==> config.mk <==
export PLATFORM = sky130hd
export DESIGN_NAME = unified_mem_arbiter
export DESIGN_NICKNAME = d
export VERILOG_FILES = /design/src/rtl/unified_mem_arbiter.sv
export SDC_FILE = /design/constraint.sdc
export NUM_CORES = 1
export LEC_CHECK = 0
export CAP_MARGIN = 20
export CELL_PAD_IN_SITES_DETAIL_PLACEMENT = 0
export CELL_PAD_IN_SITES_GLOBAL_PLACEMENT = 1
export CORE_MARGIN = 2
export CORE_UTILIZATION = 34
export CTS_CLUSTER_DIAMETER = 40
export DETAILED_ROUTE_END_ITERATION = 8
export PLACE_DENSITY_LB_ADDON = 0.2
export SYNTH_ARGS = -nofsm -noshare
export SYNTH_HDL_FRONTEND = slang
export SYNTH_SLANG_ARGS = --single-unit
==> constraint.sdc <==
create_clock -name clk -period 4.35 [get_ports clk]
set_clock_uncertainty 0.05 [all_clocks]
set_input_delay 0.435 -clock clk [delete_from_list [all_inputs] [get_ports clk]]
set_output_delay 0.435 -clock clk [all_outputs]
set_load 0.005 [all_outputs]
==> src/rtl/unified_mem_arbiter.sv <==
// Arbiter sharing one single-port unified memory between instruction fetch and data ports.
// Data wins contention until MAX_STREAK consecutive data grants starve a pending fetch.
module unified_mem_arbiter #(
  parameter int AW         = 32,
  parameter int DW         = 32,
  parameter int MAX_STREAK = 4
) (
  input  logic          clk,
  input  logic          rst,
  input  logic          if_req,
  input  logic [AW-1:0] if_addr,
  output logic          if_ready,
  output logic [DW-1:0] if_rdata,
  input  logic          d_req,
  input  logic          d_we,
  input  logic [AW-1:0] d_addr,
  input  logic [DW-1:0] d_wdata,
  output logic          d_ready,
  output logic [DW-1:0] d_rdata,
  output logic          mem_req,
  output logic          mem_we,
  output logic [AW-1:0] mem_addr,
  output logic [DW-1:0] mem_wdata,
  input  logic [DW-1:0] mem_rdata,
  input  logic          mem_ack
);

  localparam int SW = $clog2(MAX_STREAK + 1);
  localparam logic [SW-1:0] STREAK_MAX = SW'(MAX_STREAK);

  typedef enum logic [1:0] {
    IDLE  = 2'd0,
    FETCH = 2'd1,
    DATA  = 2'd2
  } state_t;

  state_t        state_q, state_d;
  logic [SW-1:0] streak_q, streak_d;
  logic          mem_req_q, mem_req_d;
  logic          mem_we_q, mem_we_d;
  logic [AW-1:0] mem_addr_q, mem_addr_d;
  logic [DW-1:0] mem_wdata_q, mem_wdata_d;
  logic          if_ready_q, if_ready_d;
  logic [DW-1:0] if_rdata_q, if_rdata_d;
  logic          d_ready_q, d_ready_d;
  logic [DW-1:0] d_rdata_q, d_rdata_d;
  logic          settle_s;
  logic          grant_d_s;
  logic          grant_f_s;

  // Next-state, grant selection and streak bookkeeping
  always_comb begin
    state_d     = state_q;
    streak_d    = streak_q;
    mem_req_d   = mem_req_q;
    mem_we_d    = mem_we_q;
    mem_addr_d  = mem_addr_q;
    mem_wdata_d = mem_wdata_q;
    if_ready_d  = 1'b0;
    if_rdata_d  = if_rdata_q;
    d_ready_d   = 1'b0;
    d_rdata_d   = d_rdata_q;
    // While a ready pulse is out the retiring requester still shows its old
    // request, so that cycle grants nothing and requests are re-evaluated next.
    settle_s    = if_ready_q | d_ready_q;
    grant_d_s   = d_req & (~if_req | (streak_q != STREAK_MAX));
    grant_f_s   = if_req & ~grant_d_s;
    case (state_q)
      IDLE: begin
        if (!settle_s && grant_d_s) begin
          state_d     = DATA;
          mem_req_d   = 1'b1;
          mem_we_d    = d_we;
          mem_addr_d  = d_addr;
          mem_wdata_d = d_wdata;
          if (!if_req) begin
            streak_d = {SW{1'b0}};
          end else if (streak_q != STREAK_MAX) begin
            streak_d = streak_q + SW'(1);
          end else begin
            streak_d = streak_q;
          end
        end else if (!settle_s && grant_f_s) begin
          state_d     = FETCH;
          mem_req_d   = 1'b1;
          mem_we_d    = 1'b0;
          mem_addr_d  = if_addr;
          mem_wdata_d = {DW{1'b0}};
          streak_d    = {SW{1'b0}};
        end else begin
          state_d = IDLE;
        end
      end
      FETCH: begin
        if (mem_ack) begin
          state_d    = IDLE;
          mem_req_d  = 1'b0;
          if_ready_d = 1'b1;
          if_rdata_d = mem_rdata;
        end else begin
          state_d = FETCH;
        end
      end
      DATA: begin
        if (mem_ack) begin
          state_d   = IDLE;
          mem_req_d = 1'b0;
          d_ready_d = 1'b1;
          if (!mem_we_q) begin
            d_rdata_d = mem_rdata;
          end else begin
            d_rdata_d = d_rdata_q;
          end
        end else begin
          state_d = DATA;
        end
      end
      default: begin
        state_d   = IDLE;
        mem_req_d = 1'b0;
      end
    endcase
  end

  // State, streak and registered outputs; reset aborts any access in flight
  always_ff @(posedge clk or negedge rst) begin
    if (!rst) begin
      state_q     <= IDLE;
      streak_q    <= {SW{1'b0}};
      mem_req_q   <= 1'b0;
      mem_we_q    <= 1'b0;
      mem_addr_q  <= {AW{1'b0}};
      mem_wdata_q <= {DW{1'b0}};
      if_ready_q  <= 1'b0;
      if_rdata_q  <= {DW{1'b0}};
      d_ready_q   <= 1'b0;
      d_rdata_q   <= {DW{1'b0}};
    end else begin
      state_q     <= state_d;
      streak_q    <= streak_d;
      mem_req_q   <= mem_req_d;
      mem_we_q    <= mem_we_d;
      mem_addr_q  <= mem_addr_d;
      mem_wdata_q <= mem_wdata_d;
      if_ready_q  <= if_ready_d;
      if_rdata_q  <= if_rdata_d;
      d_ready_q   <= d_ready_d;
      d_rdata_q   <= d_rdata_d;
    end
  end

  assign mem_req   = mem_req_q;
  assign mem_we    = mem_we_q;
  assign mem_addr  = mem_addr_q;
  assign mem_wdata = mem_wdata_q;
  assign if_ready  = if_ready_q;
  assign if_rdata  = if_rdata_q;
  assign d_ready   = d_ready_q;
  assign d_rdata   = d_rdata_q;

endmodule

# ---- After elaboration in Yosys (flattened, before gate mapping)
# Cells that the tools add are included.
dict set report word_totals {
  ff_bits 137
  out_inout_bits 132
  elab_cells 57
}
dict set report classes {
  add_sub_neg 1
  eq_ne 6
  n_mux 22
  bitwise 7
  n_reduce_logical 11
}
# operator n
set ops {}
lappend ops {{two-way mux 32 bit} 4}
lappend ops {{two-way mux 3 bit} 4}
lappend ops {{two-way mux 1 bit} 10}
lappend ops {{!= test 3 bit (second input constant)} 2}
lappend ops {{one-hot mux 2 bit (3 select lines)} 1}
lappend ops {{AND reduction 2 bit} 3}
lappend ops {{AND reduction 3 bit} 2}
lappend ops {{two-way mux 2 bit} 2}
lappend ops {{adder 3 x 1 -> 3 bit (second input constant)} 1}
lappend ops {{!= test 3 x 2 -> 1 bit (second input constant)} 1}
lappend ops {{inverter 1 bit} 3}
lappend ops {{AND 1 bit} 2}
lappend ops {{equality test 2 x 1 -> 1 bit (second input constant)} 1}
lappend ops {{equality test 2 bit (second input constant)} 1}
lappend ops {{logical AND 1 bit} 2}
lappend ops {{logical NOT 2 bit} 1}
lappend ops {{!= test 2 x 1 -> 1 bit (second input constant)} 1}
lappend ops {{bitwise OR 1 bit} 2}
lappend ops {{one-hot mux 1 bit (2 select lines)} 1}
lappend ops {{nonzero test 2 bit} 1}
lappend ops {{OR reduction 2 bit} 1}
lappend ops {{logical NOT 1 bit} 1}

# ---- Logic depth before layout (Yosys ltp)
dict set report logic_depth {
  ltp_word 9
  mapped_depth 7
}

# ---- Least setup slack after synthesis
# OpenSTA, ideal clock, no wires.
dict set report synth_timing {
  path_kind {reg-to-reg}
  startpoint {reg state_q[0]}
  endpoint {reg mem_addr_q[23] (netlist: mem_addr[23])}
  arrival_time_ns 1.485
  setup_slack_ns 2.692
  path_stages_with_launch 7
  path_buffers 1
  period_less_slack_ns 1.658
  path_cell_list {dfrtp_1 -> inv_1 -> ha_1 -> nor3b_2 -> nand3_1 -> buf_2 -> o221a_2}
}
dict set report synth_between {
  elab_chain_len 2
}
# element line_no
set synth_rtl {}
lappend synth_rtl {{start: declaration} 37} ;# state_t state_q, state_d;
lappend synth_rtl {{start signal: assignment} 139} ;# state_q <= state_d;
lappend synth_rtl {{logical NOT 2 bit} 68} ;# case (state_q)
lappend synth_rtl {{AND reduction 2 bit (no source line)} n/a}
lappend synth_rtl {{end signal: assignment} 132} ;# mem_addr_q <= {AW{1'b0}};
lappend synth_rtl {{end signal: assignment} 143} ;# mem_addr_q <= mem_addr_d;
lappend synth_rtl {{end: declaration} 41} ;# logic [AW-1:0] mem_addr_q, mem_addr_d;
# No other way between the ends.
# A chain may end at the register's enable or synchronous reset.

# ---- Worst setup path after layout
dict set report layout_timing {
  startpoint {reg state_q[1]}
  endpoint {reg mem_addr_q[20] (netlist: mem_addr[20])}
}
# Same word-level chain as after synthesis.

==> load_flow_metrics.sql <==
INSERT INTO impl_metrics (metric_group, metric, value, unit) VALUES
('worst_setup_path', 'reg2reg_to', 'mem_addr[20]', ''),
('yosys', 'synthesis.area_per_instance', '15.07', 'um2'),
('yosys', 'synth.largest_area_cell', 'sky130_fd_sc_hd__dfrtp_1', ''),
('yosys', 'synth_warnings', '0', ''),
('placed_design', 'port_buffers', '265', ''),
('global_routing', 'grt_max_degree', '112', ''),
('sta', 'max_slew.worst_pin.slew', '1.053', 'ns'),
('run', 'maxCapViolCount', '0', ''),
('worst_setup_path', 'worst_ep_required', '4.60', 'ns'),
('yosys', 'ys_ff_latch', '137', ''),
('layout', 'n_antenna_cell', '0', ''),
('worst_setup_path', 'crit_path_end_kind', 'flip-flop', ''),
('worst_setup_path', 'setup.worst_path.class', 'flip-flop to flip-flop', ''),
('route', 'viasPerCell', '4.906', ''),
('power_and_ir_drop', 'power.density', '707.0', 'mW/mm2'),
('clock_network', 'h-tree-depth', '4', ''),
('power_and_ir_drop', 'vdd_drop_max', '0.0003256', 'V'),
('yosys', 'synth_simple_gate_area_share', '1.990', '%'),
('global_routing', 'number_of_antenna_violations_at_the_first_check_in_global_routing', '0', ''),
('sta', 'grt_setup_unrepaired', 'no', ''),
('layout', 'finalNetCount', '770', ''),
('sta', 'total_negative_setup_slack', '0', 'ns'),
('yosys', 'synth-compound-area-share', '17.54', '%'),
('route', 'detail_route.wirelength', '15930', 'um'),
('worst_setup_path', 'r2r_start', 'state_q[1]', ''),
('yosys', 'ys_top_cells_by_area', 'sky130_fd_sc_hd__dfrtp_1, sky130_fd_sc_hd__mux2_2, sky130_fd_sc_hd__a22o_1, sky130_fd_sc_hd__o221a_2, sky130_fd_sc_hd__o21bai_1', ''),
('route', 'detail_route.wl_per_cell', '18.54', 'um'),
('yosys', 'synth_nets', '503', ''),
('global_routing', 'first_global_vias', '4485', ''),
('global_routing', 'grt_pass1_wl', '23780', 'um'),
('clock_network', 'cts_buffers', '17', ''),
('floorplan', 'top_level_ports', '266', ''),
('route', 'detailedRoute.firstPassIterationCount', '4', ''),
('placed_design', 'dp_slack', '1.491', 'ns'),
('clock_network', 'cts.root.buffer_cell', 'sky130_fd_sc_hd__clkbuf_16', ''),
('worst_setup_path', 'timing.critical_path.arrival', '2.94', 'ns'),
('clock_network', 'clockBufferDepth', '2', ''),
('sta', 'finalMaxSlewViolations', '0', ''),
('clock_network', 'clk_pin_slew', '0.06', 'ns'),
('layout', 'layout.cells.most_common', 'sky130_fd_sc_hd__clkdlybuf4s50_1', ''),
('worst_setup_path', 'ff2ff_path_depth', '6', ''),
('global_routing', 'grt_overflow', '0', ''),
('route', 'detailroute.via_count', '4214', ''),
('clock_network', 'clock_sink_total', '137', ''),
('floorplan', 'floorplan.core_area', '0.01583', 'mm2'),
('placed_design', 'detailedPlacementHpwl', '10990', 'um'),
('route', 'detailedRoute.firstIterationViolations', '139', ''),
('yosys', 'synth_largest_type_area_fraction', '62.67', '%'),
('yosys', 'synth_top_family_by_area', 'compound AO/OA/AOI/OAI gates', ''),
('worst_setup_path', 'setup.worst_path.start_class', 'flip-flop', ''),
('floorplan', 'floorplan.initialDensity', '34.56', '%'),
('layout', 'final_cell_mix', 'sky130_fd_sc_hd__clkdlybuf4s50_1, sky130_fd_sc_hd__dfrtp_1, sky130_fd_sc_hd__mux2_2, sky130_fd_sc_hd__a22o_1, sky130_fd_sc_hd__o21bai_1', ''),
('placed_design', 'placed_instances', '825', ''),
('yosys', 'yosysSeqAreaShare', '62.67', '%'),
('outcome', 'outcome', 'finished, final reports clean', ''),
('yosys', 'synth.mux.area_fraction', '13.17', '%'),
('yosys', 'syn_inst', '363', ''),
('clock_network', 'clkLatencyLatePin', '0.41', 'ns'),
('route', 'detail_route.drc_violations', '0', ''),
('sta', 'clock.fmax', '371.5', 'MHz'),
('clock_network', 'cts_tree', 'done', ''),
('yosys', 'post_synth_fa_ha_maj_area_fraction', '1.372', '%'),
('floorplan', 'die_width', '130.8', 'um'),
('layout', 'area_delta_synth_final', '63.17', '%'),
('floorplan', 'dieHeight', '130.8', 'um'),
('global_routing', 'globalRouteTotalUtil', '18.26', '%'),
('layout', 'fillers', '1266', ''),
('sta', 'setup-violations-final', '0', ''),
('worst_hold_path', 'holdCritPathClass', 'primary input to asynchronous set/reset pin', ''),
('layout', 'final_area', '0.008926', 'mm2'),
('layout', 'layout-drive-gt1-share', '20.68', '%');
-- what timing repair did --
item | in CTS | in global routing
hold endpoints to repair | 0 | 38
hold buffers | 0 | 1
setup buffers | 0 | 0
gates resized for setup | 0 | 0
-- metal layers --
layer | GRT usage (%) | up-vias | wire (um)
met5 | 0 | - | 0
met4 | 6.884 | 0 | 255
met3 | 5.904 | 17 | 1251
met2 | 31.65 | 162 | 8140
met1 | 21.13 | 2126 | 6282
li1 | - | 1909 | -
-- how the worst max path moves through the flow --
| stage | from | cells past startpoint | slack [ns] | end |
|---|---|---|---|---|
| 6_report | state_q[1] | 6 | 1.66 | mem_addr[20] |
| 5_1_grt | state_q[1] | 6 | 1.43 | mem_addr[20] |
| 4_1_cts | state_q[1] | 6 | 1.63 | mem_addr[20] |
| 3_5_place_dp | d_req | 5 | 1.49 | mem_addr[19] |
| 3_3_place_gp | d_req | 5 | 1.58 | mem_addr[28] |
| 2_1_floorplan | state_q[0] | 6 | 2.69 | mem_addr[23] |
-- registers in the layout, indices dropped and copies added (netlist names), 2 cells and up --
name / flops
d_rdata: 32
if_rdata: 32
mem_addr: 32
mem_wdata: 32
state_q: 2
streak_q: 3
-- critical path: stages, from the launching register on --
cell and delay, ns:
sky130_fd_sc_hd__dfrtp_1 0.41, sky130_fd_sc_hd__inv_1 0.10, sky130_fd_sc_hd__ha_1 0.17, sky130_fd_sc_hd__nor3b_2 0.31, sky130_fd_sc_hd__nand3b_1 0.80, sky130_fd_sc_hd__buf_4 0.48
sky130_fd_sc_hd__o221a_2 0.25
-- where the power goes --
group | internal (W) | switching [W]
Clock | 0.000829 | 0.000545
Combinational | 0.00180 | 0.000936
Sequential | 0.00188 | 0.000324
Total | 0.00451 | 0.00180
-- layout make-up --
| type | instances | area (um2) | area share [%] |
|---|---|---|---|
| clock buffer | 21 | 470.5 | 5.271 |
| clock inverter | 11 | 97.59 | 1.093 |
| inverter | 5 | 18.77 | 0.2103 |
| multi-input combinational | 193 | 1867 | 20.91 |
| sequential | 137 | 3428 | 38.41 |
| tap | 216 | 270.3 | 3.028 |
| timing repair buffer | 276 | 2774 | 31.08 |
-- per-stage QoR --
stage               power (W)  util [%]  hold WS, ns
floorplan            0.003371         -      0.08941
global route         0.006694     56.40       0.4655
CTS                  0.006404     56.16       0.1570
detailed placement   0.004977     52.57       0.4302
finish               0.006311     56.40       0.4422
global placement     0.004864     52.38       0.4266
-- synth_stat cells --
cell type / n
sky130_fd_sc_hd__mux2_1: 1
sky130_fd_sc_hd__and3_1: 1
sky130_fd_sc_hd__o22ai_1: 1
sky130_fd_sc_hd__o21bai_1: 32
sky130_fd_sc_hd__inv_1: 5
sky130_fd_sc_hd__buf_2: 15
sky130_fd_sc_hd__buf_6: 3
sky130_fd_sc_hd__a22o_1: 34
sky130_fd_sc_hd__a21oi_1: 2
sky130_fd_sc_hd__or3b_1: 1
sky130_fd_sc_hd__nand3_1: 2
sky130_fd_sc_hd__clkbuf_1: 6
sky130_fd_sc_hd__nand3b_1: 1
sky130_fd_sc_hd__a21boi_0: 1
sky130_fd_sc_hd__o221a_2: 25
sky130_fd_sc_hd__mux2_2: 63
sky130_fd_sc_hd__nand2b_1: 5
sky130_fd_sc_hd__buf_4: 3
sky130_fd_sc_hd__nand2_1: 1
sky130_fd_sc_hd__nor4_1: 1
sky130_fd_sc_hd__a32o_1: 2
sky130_fd_sc_hd__dfrtp_1: 137
sky130_fd_sc_hd__and2_1: 1
sky130_fd_sc_hd__nor2_1: 1
sky130_fd_sc_hd__clkbuf_2: 1
sky130_fd_sc_hd__o22a_1: 1
sky130_fd_sc_hd__o221a_1: 7
sky130_fd_sc_hd__nor3b_2: 1
sky130_fd_sc_hd__nor2b_1: 2
sky130_fd_sc_hd__o21ai_2: 1
sky130_fd_sc_hd__ha_1: 6
-- cell families (layout without fill, tap and decap cells) --
| kind of cell | count (synthesis) | in the layout |
|---|---|---|
| AO/OA/AOI/OAI | 106 | 106 |
| adder cells (fa/ha/maj) | 6 | 6 |
| buffers and inverters | 33 | 313 |
| flip-flops | 137 | 137 |
| multiplexers | 64 | 64 |
| AND/OR/NAND/NOR | 17 | 17 |
(Power assumes the default switching activity.)
